### src/rtl/param_mod_counter.sv
// Up/down modulo-N counter with clock-enable prescaler, load, manual set buttons and carry/borrow pulses.
// Optional auto-repeat of held set buttons: define PARAM_MOD_COUNTER_AUTOREPEAT_EN.
module param_mod_counter #(
  parameter int unsigned WIDTH         = 3,
  parameter int unsigned MODULUS       = 6,
  parameter int unsigned TICK_DIV      = 4,
  parameter int unsigned INIT          = 0,
  parameter int unsigned HOLD_CYCLES   = 8,
  parameter int unsigned REPEAT_CYCLES = 4
) (
  input  logic             clk,
  input  logic             reset,
  input  logic             en,
  input  logic             dir,
  input  logic             count_up,
  input  logic             count_down,
  input  logic             load,
  input  logic [WIDTH-1:0] load_val,
  output logic [WIDTH-1:0] count,
  output logic             carry_out,
  output logic             borrow_out,
  output logic             tc
);

  localparam int unsigned XW = WIDTH + 1;
  localparam int unsigned PW = (TICK_DIV > 1) ? $clog2(TICK_DIV) : 1;
  localparam logic [XW-1:0] MOD_MAX = XW'(MODULUS - 1);
  localparam logic [PW-1:0] PRE_MAX = PW'(TICK_DIV - 1);

  logic [WIDTH-1:0] r_count;
  logic [PW-1:0]    r_presc;
  logic             r_up_d;
  logic             r_dn_d;
  logic             r_carry;
  logic             r_borrow;

  logic             w_up_press;
  logic             w_dn_press;
  logic             w_rep_up;
  logic             w_rep_dn;
  logic             w_step_up;
  logic             w_step_dn;
  logic             w_manual;
  logic             w_tick;
  logic [XW-1:0]    w_cnt_x;
  logic [XW-1:0]    w_load_x;
  logic [WIDTH-1:0] w_inc;
  logic [WIDTH-1:0] w_dec;
  logic [WIDTH-1:0] w_load_sat;
  logic [WIDTH-1:0] w_cnt_nxt;
  logic             w_carry_nxt;
  logic             w_borrow_nxt;

  assign w_up_press = count_up & ~r_up_d;
  assign w_dn_press = count_down & ~r_dn_d;
  assign w_tick     = en & (r_presc == PRE_MAX);

  // Wrap arithmetic one bit wider so MODULUS == 2**WIDTH still wraps correctly.
  assign w_cnt_x    = {1'b0, r_count};
  assign w_load_x   = {1'b0, load_val};
  assign w_inc      = (w_cnt_x == MOD_MAX) ? '0 : WIDTH'(w_cnt_x + XW'(1));
  assign w_dec      = (w_cnt_x == '0) ? WIDTH'(MOD_MAX) : WIDTH'(w_cnt_x - XW'(1));
  assign w_load_sat = (w_load_x > MOD_MAX) ? WIDTH'(MOD_MAX) : load_val;

`ifdef PARAM_MOD_COUNTER_AUTOREPEAT_EN
  localparam int unsigned HMAX = (HOLD_CYCLES > REPEAT_CYCLES) ? HOLD_CYCLES : REPEAT_CYCLES;
  localparam int unsigned HW   = $clog2(HMAX + 1);

  logic [HW-1:0] r_hold;
  logic          r_rep_phase;
  logic          w_single;
  logic          w_single_press;
  logic          w_held;
  logic          w_rep_fire;
  logic [HW-1:0] w_target;

  assign w_single       = count_up ^ count_down;
  assign w_single_press = (w_up_press & ~count_down) | (w_dn_press & ~count_up);
  assign w_held         = (count_up & ~count_down & r_up_d) | (count_down & ~count_up & r_dn_d);
  assign w_target       = r_rep_phase ? HW'(REPEAT_CYCLES) : HW'(HOLD_CYCLES);
  assign w_rep_fire     = w_held & (r_hold != '0) & (r_hold == w_target);
  assign w_rep_up       = w_rep_fire & count_up;
  assign w_rep_dn       = w_rep_fire & count_down;

  // r_hold counts cycles since the last step; zero means no hold in progress.
  always_ff @(posedge clk) begin
    if (!reset || load || !w_single) begin
      r_hold      <= '0;
      r_rep_phase <= 1'b0;
    end else if (w_single_press) begin
      r_hold      <= HW'(1);
      r_rep_phase <= 1'b0;
    end else if (w_rep_fire) begin
      r_hold      <= HW'(1);
      r_rep_phase <= 1'b1;
    end else if (r_hold != '0) begin
      r_hold      <= r_hold + HW'(1);
    end
  end
`else
  assign w_rep_up = 1'b0;
  assign w_rep_dn = 1'b0;
`endif

  assign w_step_up = (w_up_press & ~w_dn_press) | w_rep_up;
  assign w_step_dn = (w_dn_press & ~w_up_press) | w_rep_dn;
  assign w_manual  = w_up_press | w_dn_press | w_rep_up | w_rep_dn;

  // Priority: load, then manual step (any press consumes the cycle), then tick.
  always_comb begin
    w_cnt_nxt    = r_count;
    w_carry_nxt  = 1'b0;
    w_borrow_nxt = 1'b0;
    if (load) begin
      w_cnt_nxt = w_load_sat;
    end else if (w_manual) begin
      if (w_step_up && !w_step_dn) begin
        w_cnt_nxt = w_inc;
      end else if (w_step_dn && !w_step_up) begin
        w_cnt_nxt = w_dec;
      end
    end else if (w_tick) begin
      if (dir) begin
        w_cnt_nxt    = w_dec;
        w_borrow_nxt = (w_cnt_x == '0);
      end else begin
        w_cnt_nxt    = w_inc;
        w_carry_nxt  = (w_cnt_x == MOD_MAX);
      end
    end
  end

  always_ff @(posedge clk) begin
    if (!reset) begin
      r_count  <= WIDTH'(INIT);
      r_presc  <= '0;
      r_up_d   <= 1'b0;
      r_dn_d   <= 1'b0;
      r_carry  <= 1'b0;
      r_borrow <= 1'b0;
    end else begin
      r_count  <= w_cnt_nxt;
      r_up_d   <= count_up;
      r_dn_d   <= count_down;
      r_carry  <= w_carry_nxt;
      r_borrow <= w_borrow_nxt;
      if (load) begin
        r_presc <= '0;
      end else if (en) begin
        r_presc <= w_tick ? '0 : r_presc + PW'(1);
      end
    end
  end

  assign count      = r_count;
  assign carry_out  = r_carry;
  assign borrow_out = r_borrow;
  assign tc         = dir ? (w_cnt_x == '0) : (w_cnt_x == MOD_MAX);

endmodule

### config.mk
export PLATFORM = sky130hd
export DESIGN_NAME = param_mod_counter
export DESIGN_NICKNAME = d
export VERILOG_FILES = /design/src/rtl/param_mod_counter.sv
export SDC_FILE = /design/constraint.sdc
export NUM_CORES = 1
export LEC_CHECK = 0
export ABC_CLOCK_PERIOD_IN_PS = 2000
export BUFFER_PORTS_ARGS = -buffer_cell sky130_fd_sc_hd__buf_4
export CORE_AREA = 2 2 39 41
export DETAILED_ROUTE_END_ITERATION = 6
export DIE_AREA = 0 0 41 43
export GPL_ROUTABILITY_DRIVEN = 0
export PLACE_DENSITY = 0.66
export SLEW_MARGIN = 15
export SYNTH_ARGS = -nofsm -noshare
export SYNTH_HDL_FRONTEND = slang
export SYNTH_SLANG_ARGS = --single-unit
### constraint.sdc
create_clock -name clk -period 2 [get_ports clk]
set_input_delay 0.3 -clock clk [delete_from_list [all_inputs] [get_ports clk]]
set_output_delay 0.3 -clock clk [all_outputs]
set_load 0.01 [all_outputs]
---- Word-level counts from Yosys, hierarchy flattened ----
Cells that the tools add are included.
storage, ports and cells
  bits in registers ....................... 9
  output and inout bits ................... 6
  logic and storage cells ................. 47
cells by class
  add/sub/neg operators ................... 3
  magnitude comparators ................... 1
  equal/unequal tests ..................... 3
  muxes and demuxes ....................... 11
  bitwise logic cells ..................... 13
  reduce and logical (&&, ||, !) cells .... 10
operators by type and width
  operator             count
  $mux 3               9
  $reduce_or 5->1      2
  $not 1->1            7
  $and 1x1->1          5
  $logic_not 4->1      1
  $ne 4x2->1 const B   1
  $add 3x1->3 const B  1
  $eq 3x3->1 const B   1
  $gt 3x3->1 const B   1
  $reduce_bool 3->1    1
  $sub 3x1->3 const B  1
  $add 2x1->2 const B  1
  $eq 2x2->1 const B   1
  $logic_and 1x1->1    2
  $logic_not 1->1      2
  $mux 2               1
  $reduce_and 2->1     1
  $reduce_or 2->1      1
  $mux 1               1
  $or 1x1->1           1

---- Logic depth before layout (Yosys ltp) ----
Gate-level depths: netlist of the first run.
  depth after elaboration ................. 10
  gate-level depth with buffers ........... 8
  gate-level depth less buffers ........... 8

---- Worst setup path after synthesis of the first run ----
Ideal clock, no wire load.
  kind .................................... reg2reg
  start ................................... register r_up_d
  end ..................................... register r_count[1] (netlist: count[1])
  library setup time ...................... 0.069 ns
  arrival ................................. 1.495 ns
  required time ........................... 1.931 ns
  slack ................................... 0.436 ns
  stages on the path, launching flop included .. 8
  period minus slack after synthesis ...... 1.564 ns
  path through ............................ dfxtp_1 -> nand2b_1 -> ha_1 -> nand2b_4 -> a2111o_1 -> a21oi_1 -> a211oi_1 -> o21ai_1
on the way
  longest elaborated chain between the ends .. 9
RTL lines
  what                    line  RTL
  start, declared         32    logic r_up_d;
  start signal, assigned  143   r_up_d <= count_up;
  $not 1->1 *             54    assign w_up_press = count_up & ~r_up_d;
  $and 1x1->1 *           54
  $not 1->1               106   assign w_step_dn = (w_dn_press & ~w_up_press) | w_rep_dn;
  $and 1x1->1             106
  $logic_not 1->1         117   if (w_step_up && !w_step_dn) begin
  $logic_and 1x1->1       117
  $mux 3                  117
  $mux 3                  116   end else if (w_manual) begin
  $mux 3                  114   if (load) begin
  end signal, assigned    135   r_count <= WIDTH'(INIT);
  end signal, assigned    142   r_count <= w_cnt_nxt;
  end, declared           30    logic [WIDTH-1:0] r_count;
Every way passes the cells marked *; elsewhere a longest branch is shown, timed or not.
A chain may end at the register's enable or synchronous reset.

---- Worst setup path in the final report of the first run ----
Ends and elaborated chain as after synthesis.

==> metrics list, run 1 <==
- Path type of the worst setup path: flip-flop to flip-flop
- Unrepaired setup endpoints after global routing: false
- From bottom edge to top edge, the die measures about 43 microns.
* Number of top-level pins: 16
- Once detail routing completed, the nets flagged for antenna violations numbered 0.
- In the synthesized netlist the async set-or-reset flop fraction comes to 0%.
- Total number of nets in the final design: 99
* Clock sink count: 9
- Counting instances in the post-synthesis netlist gives the leading cell types as sky130_fd_sc_hd__nand2_1, sky130_fd_sc_hd__dfxtp_1, sky130_fd_sc_hd__nor2_1, sky130_fd_sc_hd__a21oi_1, sky130_fd_sc_hd__ha_1.
- Die Footprint: 0.00176 sq mm
- TritonCTS built the clock tree.
* Share of the synthesized netlist area taken by xor and xnor gates: 0%
* Top-count cell post-synth: sky130_fd_sc_hd__nand2_1
* Flip-flop and latch count after synthesis: 9
- Leading register cell type out of synthesis: sky130_fd_sc_hd__dfxtp_1
- For this run, the top clock speed supported by timing is 598 MHz.
* Worst slew margin relative to its limit: 82.8%
* Fraction of layout cells with a size suffix above 1: around 30%
- Input/output buffers: 15
- After the first detailed-routing iteration, the DRC count stood at 5.
- Clock transition time at the flip-flop clock pins of the worst setup and hold paths: 0.07 ns
- In this run the post-CTS setup repair buffer count came out at 0.
- Synth area leader: sky130_fd_sc_hd__dfxtp_1
* Initial cell density of the core: between 30% and 40%
- Number of pins exceeding their max-slew limit in the final report: 0
* Cells after synthesis: 64
- Slowest stage cell, crit path: sky130_fd_sc_hd__a2111o_1
- Number of maximum-capacitance violations: 0
- Placeable Area: between 0.001 and 0.0015 sq mm
* Total Neg Setup Slack: 0 ns
- Data arrives at the worst endpoint at 1.88 ns.
* Area of the mapped netlist: 546 sq um
* Final period util: 83.6%
- Summed over all layers, the routed wires come to 1050 microns.
- The clock reaches the later pin of the worst-skew pair after 0.27 ns.
* Cell Chain, Critical Path: nand2b_1, ha_1, nand2b_4, a2111o_1, a21oi_1, a211oi_1, o21ai_1
- Average routed wire per standard cell: ~11 microns
- Clock period minus worst slack: approximately 1.7 ns
- Across the VDD grid, the largest voltage drop is 0.349 mV.
- Synthesized-area fraction occupied by ao, oa, aoi and oai cells: about 17%
- Hold violation count in the final report: 0
- Worst Path Required: 2.21 ns
- Stage delay of the slowest cell on the critical path: about 0.40 ns
- Filler Cells Inserted: 143
- Setup violations remaining at the end of the flow were counted as 0.
- The tree is rooted in a sky130_fd_sc_hd__clkbuf_4.
- The wire-length estimate of the detail-placed layout is 819 microns.
- Adder-Cell Fraction of Synth Area: 11.5%
- Horizontal extent of the die: 41 microns
- Mux contribution to synthesized area: 7.57%
- Across all hold checks on the routed design, the worst slack comes to 0.214 ns.
* Pin count of the biggest net entering global routing: 8
* Area grow syn2layout: 29.4%
- Number of synthesized flops with an enable pin: 0
* Cells resized by post-CTS repair: 0
* Ant. Diodes: 0
- For this design the static power due to leakage is 0.329 nW.
- Average size of a mapped cell: 8.52 sq um
- Hold buffer count at cts: 0
- Vias in the first global route: 447
* Yosys warnings: 0
- The synthesized design devotes to its leading area cell type 33.0% of total area.
* Number of detailed-routing iterations run before antenna repair: 4
- Via-to-Cell Ratio: approximately 5
- For the final database, setup skew stands at 0.00778 ns.
* Biggest area contributors in the synthesized netlist: sky130_fd_sc_hd__dfxtp_1, sky130_fd_sc_hd__ha_1, sky130_fd_sc_hd__nand2_1, sky130_fd_sc_hd__mux2i_1, sky130_fd_sc_hd__a21oi_1
* Setup crit end kind: flip-flop
- The run finished with clean final reports.
- After synthesis, the largest family of logic cells by area is simple AND/OR/NAND/NOR gates.
- Of all nets on the critical path, the largest fanout is 5.
* Number of DRC violations after detailed routing: 0
- At the pin with the least slew margin, the transition time is 0.257 ns.
* Buf/Inv on CP: 0
* Via Count: 505
* Startpoint types: flip-flop
- Power density over the cells: around 650 mW/mm^2
- Worst min-delay path class: input pin to flip-flop
* Global-route wire length before repair: approximately 1800 microns
* Sequential share of the synthesized area: about a third
- In the global route stage, overall resource usage came out at 15.5%.
* Antenna violations before repair: 0
- Total congestion overflow after global routing: 0
- No sink is reached through more buffers than the 2 on the longest clock path.
- In this run, CTS created clock tree buffers numbering 3.
- Post-synthesis share of cell area spent on and, or, nand and nor gates: between 20% and 30%
* Number of nets produced by synthesis: 79
- Among cell families on the critical path, the largest total delay comes from compound AO/OA/AOI/OAI gates.
- In this run, distinct cell masters in the synthesized netlist total 24.
- Number of rows created at floorplan: 14
* Count of H-tree levels built during CTS: 1
[cell families (layout without fill, tap and decap cells)]
group / Yosys count / after routing
multiplexers: 4 / 4
AO/OA/AOI/OAI: 13 / 13
buffers and inverters: 4 / 23
flip-flops: 9 / 9
AND/OR/NAND/NOR: 29 / 29
adder cells (fa/ha/maj): 5 / 5
[final cells by class]
cell class                 count  area [sq um]  share of cell area [%]
inverter                       4          15.0                    2.13
multi-input combinational     51           350                    49.6
clock buffer                   3          22.5                    3.19
clock inverter                 1          5.00                   0.709
tap                           16          20.0                    2.84
timing repair buffer          15           113                    16.0
sequential                     9           180                    25.5
[layer usage]
metal,routed length (microns),GRT usage (%),share of wire [%]
met3,48,4.71,4.6
met4,17,14.0,1.6
met5,0,0,0
met2,477,19.1,45
met1,506,20.5,48
[per-stage QoR]
stage / instances / utilization [%] / instance area, sq um / total power [W] / setup slack [ns]
3_5_place_dp: 95 / 49.0 / 678 / 0.000315 / 0.323
2_1_floorplan: 64 / - / 546 / 0.000271 / 0.436
4_1_cts: 99 / 51.0 / 706 / 0.000469 / 0.324
3_3_place_gp: 95 / 49.0 / 678 / 0.000313 / 0.376
6_report: 99 / 51.0 / 706 / 0.000460 / 0.329
5_1_grt: 99 / 51.0 / 706 / 0.000487 / 0.191
[layout by cell type, fill, tap and decap left out]
cell type                   synthesis  final
sky130_fd_sc_hd__buf_4              0     15
sky130_fd_sc_hd__nand2_1           11     11
sky130_fd_sc_hd__dfxtp_1            9      9
sky130_fd_sc_hd__nor2_1             6      6
sky130_fd_sc_hd__a21oi_1            5      5
sky130_fd_sc_hd__ha_1               5      5
sky130_fd_sc_hd__inv_1              4      4
sky130_fd_sc_hd__nand2b_1           3      3
sky130_fd_sc_hd__mux2i_1            3      3
sky130_fd_sc_hd__clkbuf_4           0      3
sky130_fd_sc_hd__o21ai_0            2      2
sky130_fd_sc_hd__and2_1             2      2
sky130_fd_sc_hd__nor2b_1            1      1
sky130_fd_sc_hd__nor3_1             1      1
sky130_fd_sc_hd__and4_2             1      1
sky130_fd_sc_hd__o2bb2ai_2          1      1
sky130_fd_sc_hd__nand2b_4           1      1
sky130_fd_sc_hd__a2111o_1           1      1
sky130_fd_sc_hd__nand4_1            1      1
sky130_fd_sc_hd__a211oi_1           1      1
sky130_fd_sc_hd__nand4b_1           1      1
sky130_fd_sc_hd__o21ai_1            1      1
sky130_fd_sc_hd__a311o_2            1      1
sky130_fd_sc_hd__mux2_2             1      1
sky130_fd_sc_hd__and3_2             1      1
sky130_fd_sc_hd__a211o_1            1      1
sky130_fd_sc_hd__clkinv_2           0      1
[worst paths after layout]
path	from	endpoint	slack, ns	cells after the start
hold / removal	dir	carry_out	0.21	2
setup / recovery	r_up_d	count[1]	0.33	7
setup reg to reg	r_up_d	count[1]	0.33	7
hold reg to reg	r_presc[1]	r_presc[1]	0.50	2
[worst reg2reg max path, cell delays in order, from the launching register on]
cell,delay (ns)
sky130_fd_sc_hd__dfxtp_1,0.30
sky130_fd_sc_hd__nand2b_1,0.17
sky130_fd_sc_hd__ha_1,0.26
sky130_fd_sc_hd__nand2b_4,0.17
sky130_fd_sc_hd__a2111o_1,0.40
sky130_fd_sc_hd__a21oi_1,0.14
sky130_fd_sc_hd__a211oi_1,0.06
sky130_fd_sc_hd__o21ai_1,0.12
[report_power, final]
| group | internal (W) | total (W) | switching [W] |
|---|---|---|---|
| Clock | 0.0000741 | 0.000150 | 0.0000759 |
| Sequential | 0.000188 | 0.000198 | 0.00000953 |
| Combinational | 0.0000585 | 0.000112 | 0.0000535 |
[state kept, by name, summed over array words and instances, names as in the netlist]
signal	count
carry_out	1
borrow_out	1
count	3
r_dn_d	1
r_up_d	1
r_presc	2
(Power assumes the default switching activity.)
==> run 2: changes to the inputs <==
--- a/config.mk
+++ b/config.mk
@@ -5,7 +5,7 @@
 export SDC_FILE = /design/constraint.sdc
 export NUM_CORES = 1
 export LEC_CHECK = 0
-export ABC_CLOCK_PERIOD_IN_PS = 2000
+export ABC_CLOCK_PERIOD_IN_PS = 1700
 export BUFFER_PORTS_ARGS = -buffer_cell sky130_fd_sc_hd__buf_4
 export CORE_AREA = 2 2 39 41
 export DETAILED_ROUTE_END_ITERATION = 6
==> constraint.sdc (replaced) <==
create_clock -name clk -period 1.7 [get_ports clk]
set_input_delay 0.255 -clock clk [delete_from_list [all_inputs] [get_ports clk]]
set_output_delay 0.255 -clock clk [all_outputs]
set_load 0.01 [all_outputs]
==> run 2 against run 1 <==
  * Design area is 2.3% higher
  * Critical path depth stayed put
  * Sequential share of layout area is 0.58 points lower
  * Clock-buffer cell count is 1 higher
  * Maximum frequency is 6.8% higher
  * Critical endpoint unchanged
  * Clock power is 14% higher
  * Utilization is 1.2 points higher
  * Clock skew is 0.0033 ns lower
  * Largest power group unchanged
==> metrics list, run 2 (same netlist as run 1, synthesis figures left out) <==
* Routed wire length: 1040 microns (-1.0%)
- The antenna violation net count after detailed routing came to 0 (unchanged).
- Clock insertion delay at the later pin of the skew report: 0.26 ns (about the same)
* Smallest setup slack after layout: 0.135 ns (-0.194 ns)
- The number of vias in the routed layout is 486 (-3.8%).
- Top library cells by usage in the layout, fill and taps aside: sky130_fd_sc_hd__buf_4, sky130_fd_sc_hd__nand2_1, sky130_fd_sc_hd__dfxtp_1
- The clock tree skew after final layout is 0.00445 ns (-0.00333 ns).
- The wire length of the first global-routing pass is 1750 microns (-0.80%).
- The sum of negative setup slack came to 0 ns (unchanged).
- Maximum fanout along the worst path: 5 (unchanged)
* Buf/Inv on CP: 0 (unchanged)
- Stage delay of the slowest cell on the critical path: 0.40 ns (about the same)
* Path type of the worst setup path: flip-flop to flip-flop
- The largest net degree at the start of global routing was 8 (unchanged).
* Clock transition time at the flip-flop clock pins of the worst setup and hold paths: 0.07 ns (about the same)
* Worst min-delay path class: input pin to flip-flop
- Antenna violations before repair: 0 (unchanged)
- The total of buffers placed on input and output ports was 15 (unchanged).
- Cell seen most often among critical-path stages: sky130_fd_sc_hd__nand2b_4
* Number of pins exceeding their max-slew limit in the final report: 0 (unchanged)
* Number of detailed-routing iterations run before antenna repair: 4 (unchanged)
- Power density over the cells: 748 mW/mm^2 (+15%)
* Gate power share: 25.3% (+0.9 points)
* DP Worst Slack: 0.0573 ns (-0.266 ns)
- The number of global-route vias before repair is 432 (-3.4%).
- Number of top-level pins: 16 (unchanged)
- The total grt overflow came to 0 (unchanged).
- Unrepaired setup endpoints after global routing: false
- The number of antenna diodes was 0 (unchanged).
* Horizontal extent of the die: 41 microns (unchanged)
- Clock root buffer: sky130_fd_sc_hd__clkbuf_4
- The buffers inserted during post-CTS setup optimization came to 0 (unchanged).
- The count of standard-cell rows came to 14 (unchanged).
- DP Wirelength: 808 microns (-1.4%)
- The worst ir drop on vdd is 0.349 mV (+0.10%).
* Count of H-tree levels built during CTS: 1 (unchanged)
- Setup crit end kind: flip-flop
- The deepest clock path buffer count came to 2 (unchanged).
- The CTS sink count is 9 (unchanged).
- The effective utilization at floorplan came to 39.4% (unchanged).
* DIE HEIGHT: 43 microns (unchanged)
* Leading cell type in the layout, fill and taps excluded: sky130_fd_sc_hd__buf_4
* Clock period minus worst slack: 1.57 ns (-0.106 ns)
* Startpoint types: flip-flop
* Final Setup Violations: 0 (unchanged)
* Via-to-Cell Ratio: 4.91 (-3.8%)
* Total Routing Usage GR: 14.6% (-0.91 points)
- Worst slew pin tran: 0.272 ns (+0.0151 ns)
- The die area is 0.00176 sq mm (unchanged).
* Highest clock rate: 639 MHz (+6.8%)
* Final period util: 92.1% (+8.5 points)
- The register share of total power was 43.1% (about the same).
* Number of flip-flops in the largest register: 3 (unchanged)
- Worst slew margin relative to its limit: 81.8% (-1.0 points)
- TritonCTS built the clock tree.
- The reported max-cap violation count is 0 (unchanged).
* Portion of total power attributed to the clock network: 31.6% (-1.0 points)
- Number of DRC violations after detailed routing: 0 (unchanged)
- The fraction of power spent switching nets is 28.8% (-1.5 points).
* Violation count after the first detailed-route iteration: 2 (-3)
- Average routed wire per standard cell: 10.5 microns (-1.0%)
* Psw: 0.000155 W (+12%)
* Critical path's top delay family: compound AO/OA/AOI/OAI gates
* Cell Chain, Critical Path: nand2b_4, ha_2, nand2b_4, a2111o_1, a21oi_1, a211oi_1, o21ai_1
- The number of hold violations in the final report came to 0 (unchanged).
- Leakage power: 0.331 nW (+0.87%)
- Fraction of layout cells with a size suffix above 1: 32.5% (+2.4 points)
- The final layout net count was 99 (unchanged).
- The critical path data required time came to 1.90 ns (-0.31 ns).
- The cell internal power dissipation came to 0.000385 W (+20%).
- Num CTS Buffers: 3 (unchanged)
- On the critical path, the stage with the largest delay is an instance of sky130_fd_sc_hd__a2111o_1.
- The number of instances resized during post-cts repair came to 0 (unchanged).
- The flow ran to the end, and the final reports show no timing, DRC or antenna violations.
* Arr. time, crit path: 1.77 ns (-0.11 ns)
* Hold buffer count at cts: 0 (unchanged)
- Placeable Area: 0.00138 sq mm (unchanged)
- From synthesis to final layout, the design area changed by 32.3%.
run 2: path summary, 6_finish.rpt:
path / start / end / slack, ns / cells past startpoint
max: r_dn_d / count[1] / 0.13 / 7
min: dir / carry_out / 0.18 / 2
max reg2reg: r_dn_d / count[1] / 0.13 / 7
min reg2reg: r_presc[1] / r_presc[1] / 0.50 / 2
run 2: through the flow:
step / total power (W) / instance area (sq um) / instances / util, % / hold WS, ns
finish: 0.000540 / 722 / 99 / 52.2 / 0.175
global route: 0.000575 / 722 / 99 / 52.2 / 0.167
CTS: 0.000542 / 704 / 99 / 50.9 / 0.169
detailed placement: 0.000369 / 678 / 95 / 49.0 / 0.452
global placement: 0.000368 / 678 / 95 / 49.0 / 0.449
floorplan: 0.000318 / 546 / 64 / - / 0.332
run 2: power by group through the flow:
stage	sequential (W)	clock [W]	combinational, W
after floorplan	0.000238	0	0.0000806
after global placement	0.000237	0	0.000131
after detailed placement	0.000237	0	0.000131
after CTS	0.000232	0.000178	0.000133
after global routing	0.000234	0.000187	0.000154
final	0.000233	0.000171	0.000136
run 2: cell type report:
| class | instances | area, sq um |
|---|---|---|
| fillers | 143 | 662 |
| multi-input cells | 51 | 368 |
| flip-flops and latches | 9 | 180 |
| repair buffers | 15 | 113 |
| clock buffers | 4 | 26.3 |
| well taps | 16 | 20.0 |
| inverters | 4 | 15.0 |
run 2: metal layers:
| layer | vias up | track usage (%) | part of all wire (%) |
|---|---|---|---|
| li1 | 261 | - | - |
| met1 | 207 | 20.2 | 46 |
| met2 | 14 | 19.4 | 45 |
| met3 | 4 | 3.14 | 6.3 |
| met4 | 0 | 10.0 | 2.6 |
| met5 | - | 0 | 0 |
==> run 3: changes to the inputs <==
--- a/config.mk
+++ b/config.mk
@@ -7,12 +7,13 @@
 export LEC_CHECK = 0
 export ABC_CLOCK_PERIOD_IN_PS = 1700
 export BUFFER_PORTS_ARGS = -buffer_cell sky130_fd_sc_hd__buf_4
-export CORE_AREA = 2 2 39 41
+export CORE_AREA = 4 4 41 43
 export DETAILED_ROUTE_END_ITERATION = 6
-export DIE_AREA = 0 0 41 43
+export DIE_AREA = 0 0 45 47
 export GPL_ROUTABILITY_DRIVEN = 0
 export PLACE_DENSITY = 0.66
 export SLEW_MARGIN = 15
 export SYNTH_ARGS = -nofsm -noshare
 export SYNTH_HDL_FRONTEND = slang
 export SYNTH_SLANG_ARGS = --single-unit
+export TNS_END_PERCENT = 5
==> run 3 against run 2 <==
  * Worst setup slack got worse by 0.035 ns
  * Sequential power about the same
  * Critical path depth unchanged
  * Maximum frequency shrank 2.2%
  * Critical path type unchanged
  * Highest routed layer unchanged
==> metrics list, run 3 (same netlist as run 1, synthesis figures left out) <==
- The run finished with clean final reports.
- The number of endpoints failing setup at the final stage came to 0 (unchanged).
- The worst ir drop on vdd was 0.445 mV (+27%).
- Post-layout util: 56.0% (+3.8 points)
* Startpoint types: flip-flop
- Launch instance of the worst register-to-register path: r_dn_d
- The total power draw was 0.000546 W (+1.1%).
- The critical path's largest stage delay is 0.42 ns (+0.02 ns).
- The total of buffers placed on input and output ports was 15 (unchanged).
- The min-delay analysis places its worst path in the category input pin to flip-flop.
* Area of all placed cells without fillers: 728 sq um (+0.87%)
- TritonCTS clock tree: yes
- The area after detailed placement is 677 sq um (-0.18%).
- Post-layout instance count excluding filler cells: 98 (-1.0%)
- The number of buffers created by CTS is 3 (unchanged).
- From synthesis to final layout, the design area changed by 33.5%.
- Fraction of layout cells with a size suffix above 1: 36.1% (+3.6 points)
- The I/O pin count came to 16 (unchanged).
- Buffer levels on the longest clock path: 2 (unchanged)
- Met2 usage in global routing: 17.5% (-1.9 points)
- Number of placed instances, taps included: 94 (-1.1%)
- The count of standard-cell rows came to 13 (-1).
- Leading cell type in the layout, fill and taps excluded: sky130_fd_sc_hd__buf_4
* Number of DRC violations after detailed routing: 0 (unchanged)
- Die Footprint: 0.00212 sq mm (+20%)
- The critical path goes through nand2b_4, ha_2, nand2b_4, a2111o_1, a21oi_2, a211oi_1, o21ai_1.
- DP Wirelength: 857 microns (+6.1%)
- Met1 usage: 14.8% (-5.4 points)
* Total congestion overflow after global routing: 0 (unchanged)
* Average routed wire per standard cell: 10.7 microns (+2.2%)
- The worst max-slew margin expressed relative to the limit is 80.5% (-1.3 points).
* Hold buffer count at cts: 0 (unchanged)
* Cells resized by post-CTS repair: 0 (unchanged)
- The flop-to-flop setup slack is 0.1 ns (-0.03 ns).
- The endpoint arrival time on the critical path was 1.80 ns (+0.03 ns).
* Count of H-tree levels built during CTS: 1 (unchanged)
- The global-route usage over all layers was 11.7% (-2.9 points).
- Cell seen most often among critical-path stages: sky130_fd_sc_hd__nand2b_4
* Number of maximum-capacitance violations: 0 (unchanged)
- Post-detailed-route count of antenna-violating nets: 0 (unchanged)
- The buffers inserted during post-CTS setup optimization came to 0 (unchanged).
- The detailed router's first-iteration violation count was 2 (unchanged).
- The number of vias in the routed layout came to 485 (-0.21%).
- Clock period minus worst slack: 1.60 ns (+0.0349 ns)
* Setup crit end kind: flip-flop
- After global routing, the most crowded layer is met2.
- Clock sink count: 9 (unchanged)
* Path type of the worst setup path: flip-flop to flip-flop
- In this run the most critical hold path is launched from dir.
- Routed wire length: 1050 microns (+1.2%)
* Top library cells by usage in the layout, fill and taps aside: sky130_fd_sc_hd__buf_4, sky130_fd_sc_hd__nand2_1, sky130_fd_sc_hd__dfxtp_1
* Clock transition time at the flip-flop clock pins of the worst setup and hold paths: 0.08 ns (about the same)
* Power density over the cells: 750 mW/mm^2 (+0.25%)
* Initial cell density of the core: 41.9% (+2.5 points)
* Hold violation count in the final report: 0 (unchanged)
- Total Neg Setup Slack: 0 ns (unchanged)
- The width of the die is 45 microns (+9.8%).
- The fraction of the cycle the final worst path needs came to 94.1% (+2.1 points).
- The vertical die dimension came to 47 microns (+9.3%).
- Number of detailed-routing iterations run before antenna repair: 3 (-1)
- Worst Path Required: 1.90 ns (about the same)
- The total buffers and inverters traversed by the critical path is 0 (unchanged).
- Highest clock rate: 625 MHz (-2.2%)
- Total number of nets in the final design: 99 (unchanged)
* Critical path's top delay family: compound AO/OA/AOI/OAI gates
* Clock root buffer: sky130_fd_sc_hd__clkbuf_4
- The number of slew-limit violations in the final report came to 0 (unchanged).
- Maximum fanout along the worst path: 5 (unchanged)
- Placeable Area: 0.00130 sq mm (-6.0%)
- The clock network latency to the later pin of the worst-skew pair is 0.28 ns (+0.02 ns).
- The number of flip-flops under the largest register name came to 3 (unchanged).
- Via-to-Cell Ratio: 4.95 (+0.81%)
- In this run the worst setup path begins at r_dn_d.
- The slowest stage of the critical path belongs to the cell sky130_fd_sc_hd__a2111o_1.
* Worst slew pin tran: 0.291 ns (+0.0188 ns)
- Global-route wire length before repair: 1760 microns (+0.80%)
* Antenna violations before repair: 0 (unchanged)
- The number of antenna diodes was 0 (unchanged).
- The clock tree skew after final layout was 0.0171 ns (+0.0126 ns).
* Vias in the first global route: 436 (+0.93%)
- The met3 usage in global routing was 2.30% (-0.84 points).
- The reported leakage power is 0.333 nW (+0.35%).
- The largest net degree at the start of global routing is 8 (unchanged).
run 3: changes by cell type in the layout (fill, tap and decap cells not counted):
cell                       change
sky130_fd_sc_hd__a21oi_1       -1
sky130_fd_sc_hd__ha_1          -1
sky130_fd_sc_hd__ha_2          +1
sky130_fd_sc_hd__clkbuf_1      -1
sky130_fd_sc_hd__a21oi_2       +1
sky130_fd_sc_hd__clkinv_2      +1
run 3: path summary, 6_finish.rpt:
path / end / cells after the start
worst max register to register: count[1] / 7
worst min register to register: carry_out / 2
worst max-delay path: count[1] / 7
worst min-delay path: carry_out / 2
run 3: cell type report:
class	count	area, sq um
inverter	4	15.0
clock buffer	3	22.5
multi-input combinational	51	374
clock inverter	1	5.00
timing repair buffer	15	113
tap	15	18.8
fill	126	573
sequential	9	180
run 3: where the power goes:
part           internal, W  switching [W]  total (W)
clock network    0.0000869      0.0000870   0.000174
logic            0.0000733      0.0000663   0.000140
registers         0.000221      0.0000110   0.000232
total             0.000382       0.000164   0.000546
run 3: metrics by stage:
step / hold slack [ns] / worst slack [ns]
final: 0.159 / 0.0998
after global routing: 0.182 / -0.0154
after CTS: 0.159 / 0.00982
after detailed placement: 0.451 / 0.0438
after global placement: 0.454 / 0.106
after floorplan: 0.332 / 0.136
run 3: metal layers:
metal  part of all wire [%]  wire (microns)  vias up
met5                      0               0        -
met4                    1.8              19        0
met3                    6.9              72        4
met2                     42             439       13
met1                     49             519      200
li1                       -               -      268
